**src/rtl/c17_bist_pkg.sv**
```systemverilog
// Shared constants, types and the LFSR step used by the c17 BIST block.
// The PRPG and MISR both use the same Galois polynomial.
package c17_bist_pkg;

    localparam logic [31:0] POLY = 32'h80200003;

    typedef enum logic [2:0] {
        NODE_G10  = 3'd0,
        NODE_G11  = 3'd1,
        NODE_G16  = 3'd2,
        NODE_G19  = 3'd3,
        NODE_G22  = 3'd4,
        NODE_G23  = 3'd5,
        NODE_NONE = 3'd6
    } node_e;

    typedef enum logic [1:0] {
        ST_IDLE,
        ST_RUN,
        ST_DRAIN,
        ST_DONE
    } state_e;

    function automatic logic [31:0] lfsr_step(input logic [31:0] x);
        return (x >> 1) ^ (x[0] ? POLY : 32'h0);
    endfunction

endpackage

```
**src/rtl/c17_bist_core.sv**
```systemverilog
// One c17 lane: six NANDs, optional stage register after the G10/G16/G19
// level, stuck-at override on any node, and the lane's response register.
module c17_core
    import c17_bist_pkg::*;
#(
    parameter int PIPE = 0
) (
    input  logic       clk,
    input  logic       rst_n,
    input  logic [4:0] pat,
    input  logic       cap,
    input  logic       inj_en,
    input  logic [2:0] inj_node,
    input  logic       inj_val,
    output logic [1:0] resp
);

    logic       g1, g2, g3, g6, g7;
    logic       g10, g11, g16, g19, g22, g23;
    logic [5:0] hit;
    logic [2:0] s1_d, s1;
    logic [1:0] resp_d, resp_q;

    assign {g7, g6, g3, g2, g1} = pat;

    // Node codes 6 and 7 shift out of the 6-bit mask, so they select nothing.
    assign hit = inj_en ? 6'(6'b1 << inj_node) : 6'b0;

    always_comb begin
        g10  = hit[0] ? inj_val : ~(g1 & g3);
        g11  = hit[1] ? inj_val : ~(g3 & g6);
        g16  = hit[2] ? inj_val : ~(g2 & g11);
        g19  = hit[3] ? inj_val : ~(g11 & g7);
        s1_d = {g10, g16, g19};
    end

    if (PIPE != 0) begin : g_pipe
        logic [2:0] s1_q;
        always_ff @(posedge clk or negedge rst_n) begin
            if (!rst_n) s1_q <= '0;
            else        s1_q <= s1_d;
        end
        assign s1 = s1_q;
    end else begin : g_flat
        assign s1 = s1_d;
    end

    always_comb begin
        g22    = hit[4] ? inj_val : ~(s1[2] & s1[1]);
        g23    = hit[5] ? inj_val : ~(s1[1] & s1[0]);
        resp_d = cap ? {g23, g22} : resp_q;
    end

    always_ff @(posedge clk or negedge rst_n) begin
        if (!rst_n) resp_q <= '0;
        else        resp_q <= resp_d;
    end

    assign resp = resp_q;

endmodule

```
**src/rtl/c17_bist.sv**
```systemverilog
// c17 BIST top: run FSM, PRPG, pattern counter, valid pipeline and MISR
// around LANES copies of the c17 network.
module c17_bist
    import c17_bist_pkg::*;
#(
    parameter int          LANES = 1,
    parameter int          PIPE  = 0,
    parameter int          N_PAT = 256,
    parameter logic [31:0] SEED  = 32'h0000001F
) (
    input  logic               clk,
    input  logic               rst_n,
    input  logic               start,
    input  logic               inj_en,
    input  logic [2:0]         inj_node,
    input  logic               inj_val,
    output logic               busy,
    output logic               done,
    output logic [31:0]        signature,
    output logic [2*LANES-1:0] resp
);

    localparam int CW = $clog2(N_PAT + 1);
    localparam int RW = 2 * LANES;

    state_e          state_d, state_q;
    logic [31:0]     prpg_d, prpg_q, misr_d, misr_q;
    logic [CW-1:0]   cnt_d, cnt_q;
    logic            drain_d, drain_q;
    logic            inj_en_d, inj_en_q, inj_val_d, inj_val_q;
    logic [2:0]      inj_node_d, inj_node_q;
    logic [PIPE:0]   vld_d, vld_q;
    logic            issue, cap;

    assign issue = (state_q == ST_RUN) && (cnt_q != CW'(N_PAT));

    // vld_q[PIPE] marks a valid resp; cap is the valid bit at the resp input.
    if (PIPE != 0) begin : g_vp
        assign vld_d = {vld_q[0], issue};
        assign cap   = vld_q[0];
    end else begin : g_vn
        assign vld_d = issue;
        assign cap   = issue;
    end

    always_comb begin
        state_d    = state_q;
        prpg_d     = prpg_q;
        misr_d     = misr_q;
        cnt_d      = cnt_q;
        drain_d    = drain_q;
        inj_en_d   = inj_en_q;
        inj_node_d = inj_node_q;
        inj_val_d  = inj_val_q;
        if (vld_q[PIPE]) misr_d = lfsr_step(misr_q) ^ {{(32-RW){1'b0}}, resp};
        case (state_q)
            ST_IDLE, ST_DONE: begin
                if (start) begin
                    state_d    = ST_RUN;
                    prpg_d     = SEED;
                    misr_d     = '0;
                    cnt_d      = '0;
                    inj_en_d   = inj_en;
                    inj_node_d = inj_node;
                    inj_val_d  = inj_val;
                end
            end
            ST_RUN: begin
                if (issue) begin
                    prpg_d = lfsr_step(prpg_q);
                    cnt_d  = cnt_q + 1'b1;
                end else begin
                    state_d = ST_DRAIN;
                    drain_d = 1'b0;
                end
            end
            ST_DRAIN: begin
                if (drain_q == 1'(PIPE)) state_d = ST_DONE;
                else                     drain_d = 1'b1;
            end
            default: state_d = ST_IDLE;
        endcase
    end

    always_ff @(posedge clk or negedge rst_n) begin
        if (!rst_n) begin
            state_q    <= ST_IDLE;
            prpg_q     <= SEED;
            misr_q     <= '0;
            cnt_q      <= '0;
            drain_q    <= 1'b0;
            inj_en_q   <= 1'b0;
            inj_node_q <= 3'(NODE_NONE);
            inj_val_q  <= 1'b0;
            vld_q      <= '0;
        end else begin
            state_q    <= state_d;
            prpg_q     <= prpg_d;
            misr_q     <= misr_d;
            cnt_q      <= cnt_d;
            drain_q    <= drain_d;
            inj_en_q   <= inj_en_d;
            inj_node_q <= inj_node_d;
            inj_val_q  <= inj_val_d;
            vld_q      <= vld_d;
        end
    end

    for (genvar k = 0; k < LANES; k++) begin : g_lane
        c17_core #(.PIPE(PIPE)) u_core (
            .clk      (clk),
            .rst_n    (rst_n),
            .pat      (prpg_q[5*k+4:5*k]),
            .cap      (cap),
            .inj_en   ((k == 0) ? inj_en_q : 1'b0),
            .inj_node ((k == 0) ? inj_node_q : 3'(NODE_NONE)),
            .inj_val  ((k == 0) ? inj_val_q : 1'b0),
            .resp     (resp[2*k+1:2*k])
        );
    end

    assign busy      = (state_q == ST_RUN) || (state_q == ST_DRAIN);
    assign done      = (state_q == ST_DONE);
    assign signature = misr_q;

endmodule

```
**config.mk**
```make
export PLATFORM = sky130hd
export DESIGN_NAME = c17_bist
export DESIGN_NICKNAME = d
export VERILOG_FILES = /design/src/rtl/c17_bist_pkg.sv /design/src/rtl/c17_bist_core.sv /design/src/rtl/c17_bist.sv
export SDC_FILE = /design/constraint.sdc
export NUM_CORES = 1
export LEC_CHECK = 0
export ABC_CLOCK_PERIOD_IN_PS = 3050
export CAP_MARGIN = 30
export CORE_UTILIZATION = 45
export CTS_BUF_LIST = sky130_fd_sc_hd__clkbuf_2
export CTS_CLUSTER_SIZE = 25
export DETAILED_ROUTE_END_ITERATION = 8
export HOLD_SLACK_MARGIN = 0.03
export PLACE_DENSITY_LB_ADDON = 0.15
export REMOVE_ABC_BUFFERS = 1
export SLEW_MARGIN = 20
export SYNTH_ARGS = -nofsm -noshare
export SYNTH_HDL_FRONTEND = slang
export SYNTH_HIERARCHICAL = 1
export SYNTH_SLANG_ARGS = --single-unit
```
**constraint.sdc**
```tcl
create_clock -name clk -period 3.05 [get_ports clk]
set_clock_uncertainty 0.05 [all_clocks]
set_input_delay 0.61 -clock clk [delete_from_list [all_inputs] [get_ports clk]]
set_output_delay 0.61 -clock clk [all_outputs]
set_load 0.005 [all_outputs]
```
==> results of run 1 <==
==> final timing paths <==
check | start | cells after the start | endpoint
hold / removal | prpg_q[16] | 1 | prpg_q[15]
hold reg to reg | prpg_q[16] | 1 | prpg_q[15]
setup / recovery | state_q[0] | 3 | busy
min in group asynchronous | rst_n | 2 | signature[9]
setup reg to reg | state_q[1] | 7 | cnt_q[7]
max in group asynchronous | rst_n | 3 | prpg_q[0]
==> report_power, final <==
group / switching [mW] / leakage (nW) / internal [mW]
Sequential: 0.234 / 1.10 / 1.39
Combinational: 0.823 / 0.813 / 0.670
Clock: 0.364 / 0.0719 / 0.195
==> routing by layer <==
layer,global-route usage (%),part of all wire [%],vias up
li1,-,-,1185
met1,23.6,51,1206
met2,26.3,45,37
met3,2.82,2.7,7
met4,7.55,1.1,0
met5,0,0,-
==> cell usage after synthesis (2+ instances only) <==
library cell,count,area [um^2]
nor4_1,2,12.5
o21ai_1,3,15.0
o21ai_2,2,17.5
a22o_1,26,228
o21ai_0,5,25.0
nor2b_1,2,12.5
and3_1,3,18.8
nor3_1,2,10.0
a21oi_1,5,25.0
nand3_1,2,10.0
xor2_1,3,26.3
nand2b_1,3,18.8
dfrtp_1,76,1900
a221oi_2,2,30.0
and2_1,2,12.5
clkbuf_1,6,22.5
mux2i_1,33,330
a31oi_1,5,31.3
nand4_1,2,12.5
inv_1,9,33.8
nand2_1,24,90.1
buf_2,8,40.0
xnor2_1,5,43.8
a211oi_1,2,15.0
dfstp_2,7,184
ha_1,5,62.6
o22a_1,3,26.3
nor2_1,39,146
==> state kept, by name (all words and copies together) (netlist names) <==
name / count
signature: 32
cnt_q: 9
inj_node_q: 3
g_lane.u_core/resp: 2
vld_q: 1
inj_val_q: 1
state_q: 2
prpg_q: 32
inj_en_q: 1
==> critical path: stages, from the launching register on <==
cell and delay (ps):
dfrtp_1 480, ha_1 380, inv_1 110, clkdlybuf4s50_1 500
==> cell families (layout without fill, tap and decap cells) <==
| family | Yosys count | count (layout) | synth area share (%) |
|---|---|---|---|
| flops | 83 | 83 | 57.5 |
| xor+xnor | 8 | 8 | 1.93 |
| compound gates | 64 | 64 | 14.6 |
| buf+inv | 24 | 75 | 2.76 |
| fa+ha+maj | 5 | 5 | 1.73 |
| mux | 33 | 33 | 9.11 |
| simple gates | 91 | 91 | 12.3 |
==> cell type report <==
type	count	area, um^2
Fill cell	686	3480
Sequential cell	83	2090
Multi-Input combinational cell	201	1440
Timing Repair Buffer	49	488
Tap cell	102	128
Clock inverter	5	56.3
Clock buffer	11	55.1
Inverter	10	37.5
==> per-stage QoR <==
| step | instance area [um^2] | worst slack (ps) | std cells | power (mW) | hold slack [ps] |
|---|---|---|---|---|---|
| detailed placement | 4170 | 609 | 444 | 3.14 | 436 |
| global placement | 4150 | 621 | 443 | 3.11 | 429 |
| CTS | 4290 | 365 | 461 | 3.72 | 461 |
| global route | 4290 | 283 | 461 | 3.94 | 478 |
| finish | 4290 | 419 | 461 | 3.67 | 456 |
| floorplan | 3560 | 503 | 294 | 2.63 | 264 |
==> layout by cell type, fill, tap and decap left out, types with 2 or more instances in the layout <==
cell type,n
o21ai_0,5
dfrtp_1,76
o21ai_2,2
nand3_1,2
o22a_1,3
xor2_1,3
nand2b_1,3
a22o_1,26
nor3_1,2
inv_1,9
nand2_1,24
a221oi_2,2
nor4_1,2
a211oi_1,2
clkinv_2,2
mux2i_1,33
a31oi_1,5
xnor2_1,5
o21ai_1,3
and3_1,3
dfstp_2,7
buf_4,5
nand4_1,2
clkdlybuf4s50_1,42
nor2_1,39
and2_1,2
a21oi_1,5
nor2b_1,2
clkbuf_2,11
ha_1,5
==> timing repair <==
action	in CTS	in global routing
hold buffers	1	0
hold endpoints to repair	41	0
resized for setup	0	0
==> results.py, run 1 <==
metrics = {
    "global_route": {
        "track_usage_pct": 17.0,
        "antenna_found_initial": 0,
        "grt-ovfl-total": 0,
        "grt_max_degree": 44,
        "grt_pass1_vias": 2431,
        "grt_pass1_wl_um": 11300,
    },
    "sta": {
        "hold_viol_final": 0,
        "fin_crit_ps": 2630,
        "maxSlewViolCount": 0,
        "finalSetupTns_ps": 0,
        "fmax_ghz": 0.380,
        "rsz0062_at_grt": "false",
        "period_share_pct": 86.2,
        "worstMarginPinSlew_ps": 588,
        "finalSetupViolCount": 0,
        "relSlewSlack_pct": 60.7,
    },
    "layout": {
        "antennaDiodeCount": 0,
        "synthToLayoutAreaGrowth_pct": 18.3,
        "post-route-util_pct": 55.2,
        "nets": 367,
        "drive_above_1_share_pct": 12.0,
    },
    "logic_synthesis": {
        "synth_warnings": 6,
        "seq_area_frac_synth_pct": 57.5,
        "ys_seq_elements": 83,
        "synth-async-reset-ratio_pct": 100,
        "synth_area_per_cell_um2": 11.8,
        "ys_types": 50,
        "syn_area_um2": 3620,
        "synth_cells": 308,
        "synth_edf_count": 0,
        "ys.flop_type": "dfrtp_1",
    },
    "placement": {
        "hpwl_um": 4200,
        "portBuffers": 43,
        "routabilityCongestion": 0.812,
    },
    "routing": {
        "drtPass1Iterations": 5,
        "via_count": 2435,
        "ant_nets": 0,
        "via_per_inst": 5.28,
        "drt_iter0_drc": 87,
        "drc": 0,
        "totalWireLength_um": 6520,
        "drt-wirelength-per-cell_um": 14.1,
    },
    "cts": {
        "cts.sink_count": 83,
        "htreeDepth": 3,
        "postCtsSetupRepairBufs": 0,
        "path_clk_slew_ps": 230,
        "cts_buffers": 9,
        "cts_max_path_buffers": 2,
        "clockRootBuffer": "clkbuf_2",
        "clock_latency_ps": 500,
        "cts_tree": "yes",
    },
    "critical_path": {
        "crit_required_ps": 2390,
        "worstPathArrival_ps": 1970,
        "end_kind": "output port",
        "critPathMaxFanout": 6,
        "worstSetupStartpointType": "flop",
        "worst-setup-path-type": "reg2out",
        "reg2reg_slack_ps": 770,
    },
    "power": {
        "p_per_area_nw_per_um2": 856,
        "peakVddDrop_uv": 439,
        "leakage_nw": 1.99,
    },
    "die": {
        "dieArea_um2": 8420,
        "start_util_pct": 46.7,
        "io_pins": 44,
        "die_h_um": 91.8,
        "core_um2": 7770,
        "row_count": 32,
        "die_x_um": 91.8,
    },
    "status": {
        "status": "finished clean",
    },
    "min_path": {
        "hold_path.class": "reg2reg",
    },
    "run": {
        "drv_cap": 0,
    },
}
No activity file was read; power rests on OpenSTA's default activity.
==> run 2: changes to the inputs <==
SETUP_SLACK_MARGIN = 0.3   (was default)
==> results.py, run 2 (same netlist as run 1, synthesis figures left out) <==
metrics = {
    "global_route": {
        "grt_pass1_vias": 2431,
        "grt_pass1_wl_um": 11300,
        "grt_max_degree": 44,
        "grt-ovfl-total": 0,
        "antenna_found_initial": 0,
        "track_usage_pct": 17.0,
    },
    "cts": {
        "ctsResizeCount": 0,
        "path_clk_slew_ps": 230,
        "cts.sink_count": 83,
        "htreeDepth": 3,
        "cts_tree": "yes",
        "cts_buffers": 9,
        "cts_max_path_buffers": 2,
        "clockRootBuffer": "clkbuf_2",
        "clock_latency_ps": 500,
    },
    "routing": {
        "drt-wirelength-per-cell_um": 14.2,
        "drt_iter0_drc": 87,
        "via_count": 2445,
        "ant_nets": 0,
        "drtPass1Iterations": 4,
        "via_per_inst": 5.29,
        "totalWireLength_um": 6540,
        "drc": 0,
    },
    "min_path": {
        "hold_path.class": "reg2reg",
        "hold-path-cell-count": 1,
    },
    "sta": {
        "maxSlewViolCount": 0,
        "period_share_pct": 85.2,
        "fin_crit_ps": 2600,
        "fmax_ghz": 0.385,
        "finalSetupTns_ps": 0,
        "worstMarginPinSlew_ps": 587,
        "relSlewSlack_pct": 60.8,
        "finalSetupViolCount": 0,
        "setup_slack_ps": 452,
        "rsz0062_at_grt": "false",
        "hold_viol_final": 0,
    },
    "critical_path": {
        "worst-setup-path-type": "reg2out",
        "r2r_cells": 7,
        "worstPathArrival_ps": 1940,
        "end_kind": "output port",
        "worstSetupStartpointType": "flop",
        "crit_required_ps": 2390,
        "critPathMaxFanout": 6,
    },
    "power": {
        "finalPower_mw": 3.68,
        "peakVddDrop_uv": 439,
        "leakage_nw": 1.99,
        "p_per_area_nw_per_um2": 857,
    },
    "die": {
        "row_count": 32,
        "dieArea_um2": 8420,
        "io_pins": 44,
        "die_x_um": 91.8,
        "core_um2": 7770,
        "die_h_um": 91.8,
        "start_util_pct": 46.7,
    },
    "placement": {
        "portBuffers": 43,
        "routabilityCongestion": 0.812,
        "hpwl_um": 4200,
        "dpl-instance-area_um2": 4170,
        "dpl_worst_slack_ps": 609,
    },
    "status": {
        "status": "finished clean",
    },
    "layout": {
        "final_common_cell": "dfrtp_1",
        "final_cell_mix": "dfrtp_1, clkdlybuf4s50_1, nor2_1, mux2i_1, a22o_1",
        "antennaDiodeCount": 0,
        "drive_above_1_share_pct": 12.2,
        "post-route-util_pct": 55.3,
        "design_area_um2": 4300,
        "synthToLayoutAreaGrowth_pct": 18.5,
        "nets": 368,
    },
    "run": {
        "drv_cap": 0,
    },
}
-- run 2: cell count changes in the layout (fill, tap and decap cells not counted) --
cell / change
buf_4: +1
-- run 2: layout make-up --
cell class	instances	area, um^2
fillers	685	3470
flip-flops and latches	83	2090
multi-input cells	201	1440
repair buffers	50	495
well taps	102	128
clock inverters	5	56.3
clock buffers	11	55.1
inverters	10	37.5
-- run 2: routing by layer --
metal	wire length (um)	GRT usage, %
met5	0	0
met2	2960	26.3
met3	195	2.82
met1	3310	23.6
met4	72	7.55
-- run 2: final timing paths --
path | start | end | slack, ps
setup reg to reg | state_q[0] | cnt_q[7] | 760
hold reg to reg | prpg_q[16] | prpg_q[15] | 450
hold / removal | prpg_q[16] | prpg_q[15] | 450
max in group asynchronous | rst_n | prpg_q[0] | 1720
setup / recovery | state_q[0] | busy | 450
min in group asynchronous | rst_n | signature[9] | 540
-- run 2: per-stage QoR --
| stage | hold WS, ps | cells |
|---|---|---|
| after detailed placement | 436 | 444 |
| after floorplan | 264 | 294 |
| after global routing | 478 | 462 |
| final | 454 | 462 |
| after CTS | 461 | 461 |
| after global placement | 429 | 443 |
-- run 2: worst max-delay path: stages, from the launching register on --
cell             delay, ps
dfrtp_1                440
ha_1                   370
inv_1                  120
clkdlybuf4s50_1        500
-- run 2: power breakdown --
group          total (mW)  switching, mW  internal, mW
clock network       0.559          0.364         0.195
logic                1.51          0.830         0.676
registers            1.62          0.230          1.39
-- run 2: timing repair --
item,4_1_cts,5_1_grt
buffers inserted,0,1
hold buffers,1,0
hold endpoints to repair,41,0
setup endpoints to repair,0,1
==> run 3: changes to the inputs <==
CAP_MARGIN = default   (was 30)
==> results.py, run 3 (same netlist as run 1, synthesis figures left out) <==
metrics = {
    "sta": {
        "whs_ps": 39.5,
        "hold_viol_final": 0,
        "setup_slack_ps": 443,
        "finalSetupViolCount": 0,
        "rsz0062_at_grt": "false",
        "maxSlewViolCount": 0,
        "fmax_ghz": 0.384,
        "relSlewSlack_pct": 51.4,
        "period_share_pct": 85.5,
        "worstMarginPinSlew_ps": 729,
        "fin_crit_ps": 2610,
        "finalSetupTns_ps": 0,
    },
    "critical_path": {
        "critPathMaxFanout": 6,
        "r2r-start": "state_q[0]",
        "worst-setup-path-type": "reg2out",
        "worstPathArrival_ps": 1950,
        "worstSetupStartpointType": "flop",
        "end_kind": "output port",
        "worstSetupStartpoint": "state_q[1]",
        "crit_required_ps": 2390,
    },
    "routing": {
        "wl_met1_um": 3150,
        "totalWireLength_um": 6380,
        "drc": 0,
        "wl_met2_um": 2950,
        "met3WireLength_um": 202,
        "drt-wirelength-per-cell_um": 13.9,
        "ant_nets": 0,
        "topRoutingLayerUsed": "met4",
        "via_per_inst": 5.32,
        "drtPass1Iterations": 4,
        "drt_iter0_drc": 71,
        "via_count": 2449,
    },
    "cts": {
        "cts_tree": "yes",
        "cts.sink_count": 83,
        "clock_latency_ps": 500,
        "htreeDepth": 3,
        "clockRootBuffer": "clkbuf_2",
        "path_clk_slew_ps": 230,
        "cts_max_path_buffers": 2,
        "cts_buffers": 9,
    },
    "global_route": {
        "antenna_found_initial": 0,
        "grt_pass1_wl_um": 11200,
        "grt_pass1_vias": 2412,
        "grt-ovfl-total": 0,
        "grt_max_degree": 84,
        "track_usage_pct": 16.7,
    },
    "power": {
        "peakVddDrop_uv": 443,
        "pwr-share-clk_pct": 15.7,
        "p_sw_mw": 1.44,
        "seqPwrFrac_pct": 43.7,
        "netSwitchingFraction_pct": 39.0,
        "p_int_mw": 2.25,
        "leakage_nw": 1.98,
        "comb_power_share_pct": 40.5,
        "p_per_area_nw_per_um2": 864,
    },
    "placement": {
        "routabilityCongestion": 0.812,
        "hpwl_um": 4070,
        "dpl_worst_slack_ps": 616,
        "portBuffers": 43,
    },
    "layout": {
        "synthToLayoutAreaGrowth_pct": 18.0,
        "antennaDiodeCount": 0,
        "final_cell_mix": "dfrtp_1, clkdlybuf4s50_1, nor2_1, mux2i_1, a22o_1",
        "nets": 366,
        "post-route-util_pct": 55.1,
        "final_common_cell": "dfrtp_1",
        "drive_above_1_share_pct": 11.7,
        "multiInputGateArea_um2": 1440,
        "n_fill_cell": 714,
        "register_area_um2": 2090,
    },
    "die": {
        "start_util_pct": 46.7,
        "row_count": 32,
        "die_x_um": 91.8,
        "io_pins": 44,
        "die_h_um": 91.8,
        "dieArea_um2": 8420,
        "core_um2": 7770,
    },
    "min_path": {
        "hold_path.class": "in2async",
    },
    "status": {
        "status": "finished clean",
    },
    "run": {
        "drv_cap": 0,
    },
}
[run 3: changes by cell type in the layout (fill, tap and decap cells not counted)]
cell | previous run | this run
clkinv_2 | 2 | 1
buf_4 | 6 | 5
inv_6 | 0 | 3
dlygate4sd3_1 | 1 | 0
clkbuf_2 | 11 | 9
buf_6 | 0 | 1
clkinvlp_4 | 1 | 0
clkinv_1 | 0 | 1
buf_12 | 1 | 0
[run 3: repair_timing]
action                     in CTS  in global routing
buffers inserted                0                  1
hold endpoints to repair        0                  0
setup endpoints to repair       0                  1
gates resized for setup         0                  0
hold buffers                    0                  0
[run 3: area by class of cell]
type	count	share of cell area (%)
multi-input cells	201	33.6
clock inverters	7	1.73
repair buffers	48	11.0
inverters	10	0.877
flip-flops and latches	83	48.8
clock buffers	9	1.05
well taps	102	2.98
[run 3: final timing paths]
| check | end | slack [ps] | cells past startpoint |
|---|---|---|---|
| max in group asynchronous | prpg_q[7] | 2390 | 1 |
| worst max register to register | cnt_q[7] | 770 | 7 |
| worst max-delay path | busy | 440 | 4 |
| min in group clk | prpg_q[26] | 460 | 1 |
| worst min register to register | prpg_q[26] | 460 | 1 |
| worst min-delay path | signature[9] | 40 | 1 |
[run 3: layer usage]
metal  vias up  global-route usage (%)
met5         -                       0
met4         0                    7.29
met3         6                    2.90
met2        42                    25.7
met1      1209                    23.4
li1       1192                       -
[run 3: worst max-delay path: stages, from the launching register on]
cell,delay [ps]
dfrtp_1,440
inv_1,90
ha_1,290
inv_1,120
clkdlybuf4s50_1,500
[run 3: power groups by stage]
stage | sequential [mW] | combinational (mW) | clock [mW]
4_1_cts | 1.62 | 1.50 | 0.609
3_3_place_gp | 1.64 | 1.47 | 0
2_1_floorplan | 1.65 | 0.976 | 0
5_1_grt | 1.65 | 1.67 | 0.658
6_report | 1.62 | 1.50 | 0.582
3_5_place_dp | 1.64 | 1.50 | 0
[run 3: through the flow]
step,power [mW],instances,instance area (um^2)
floorplan,2.63,294,3560
global placement,3.11,443,4150
detailed placement,3.14,443,4150
CTS,3.73,459,4270
global route,3.99,460,4280
finish,3.69,460,4280
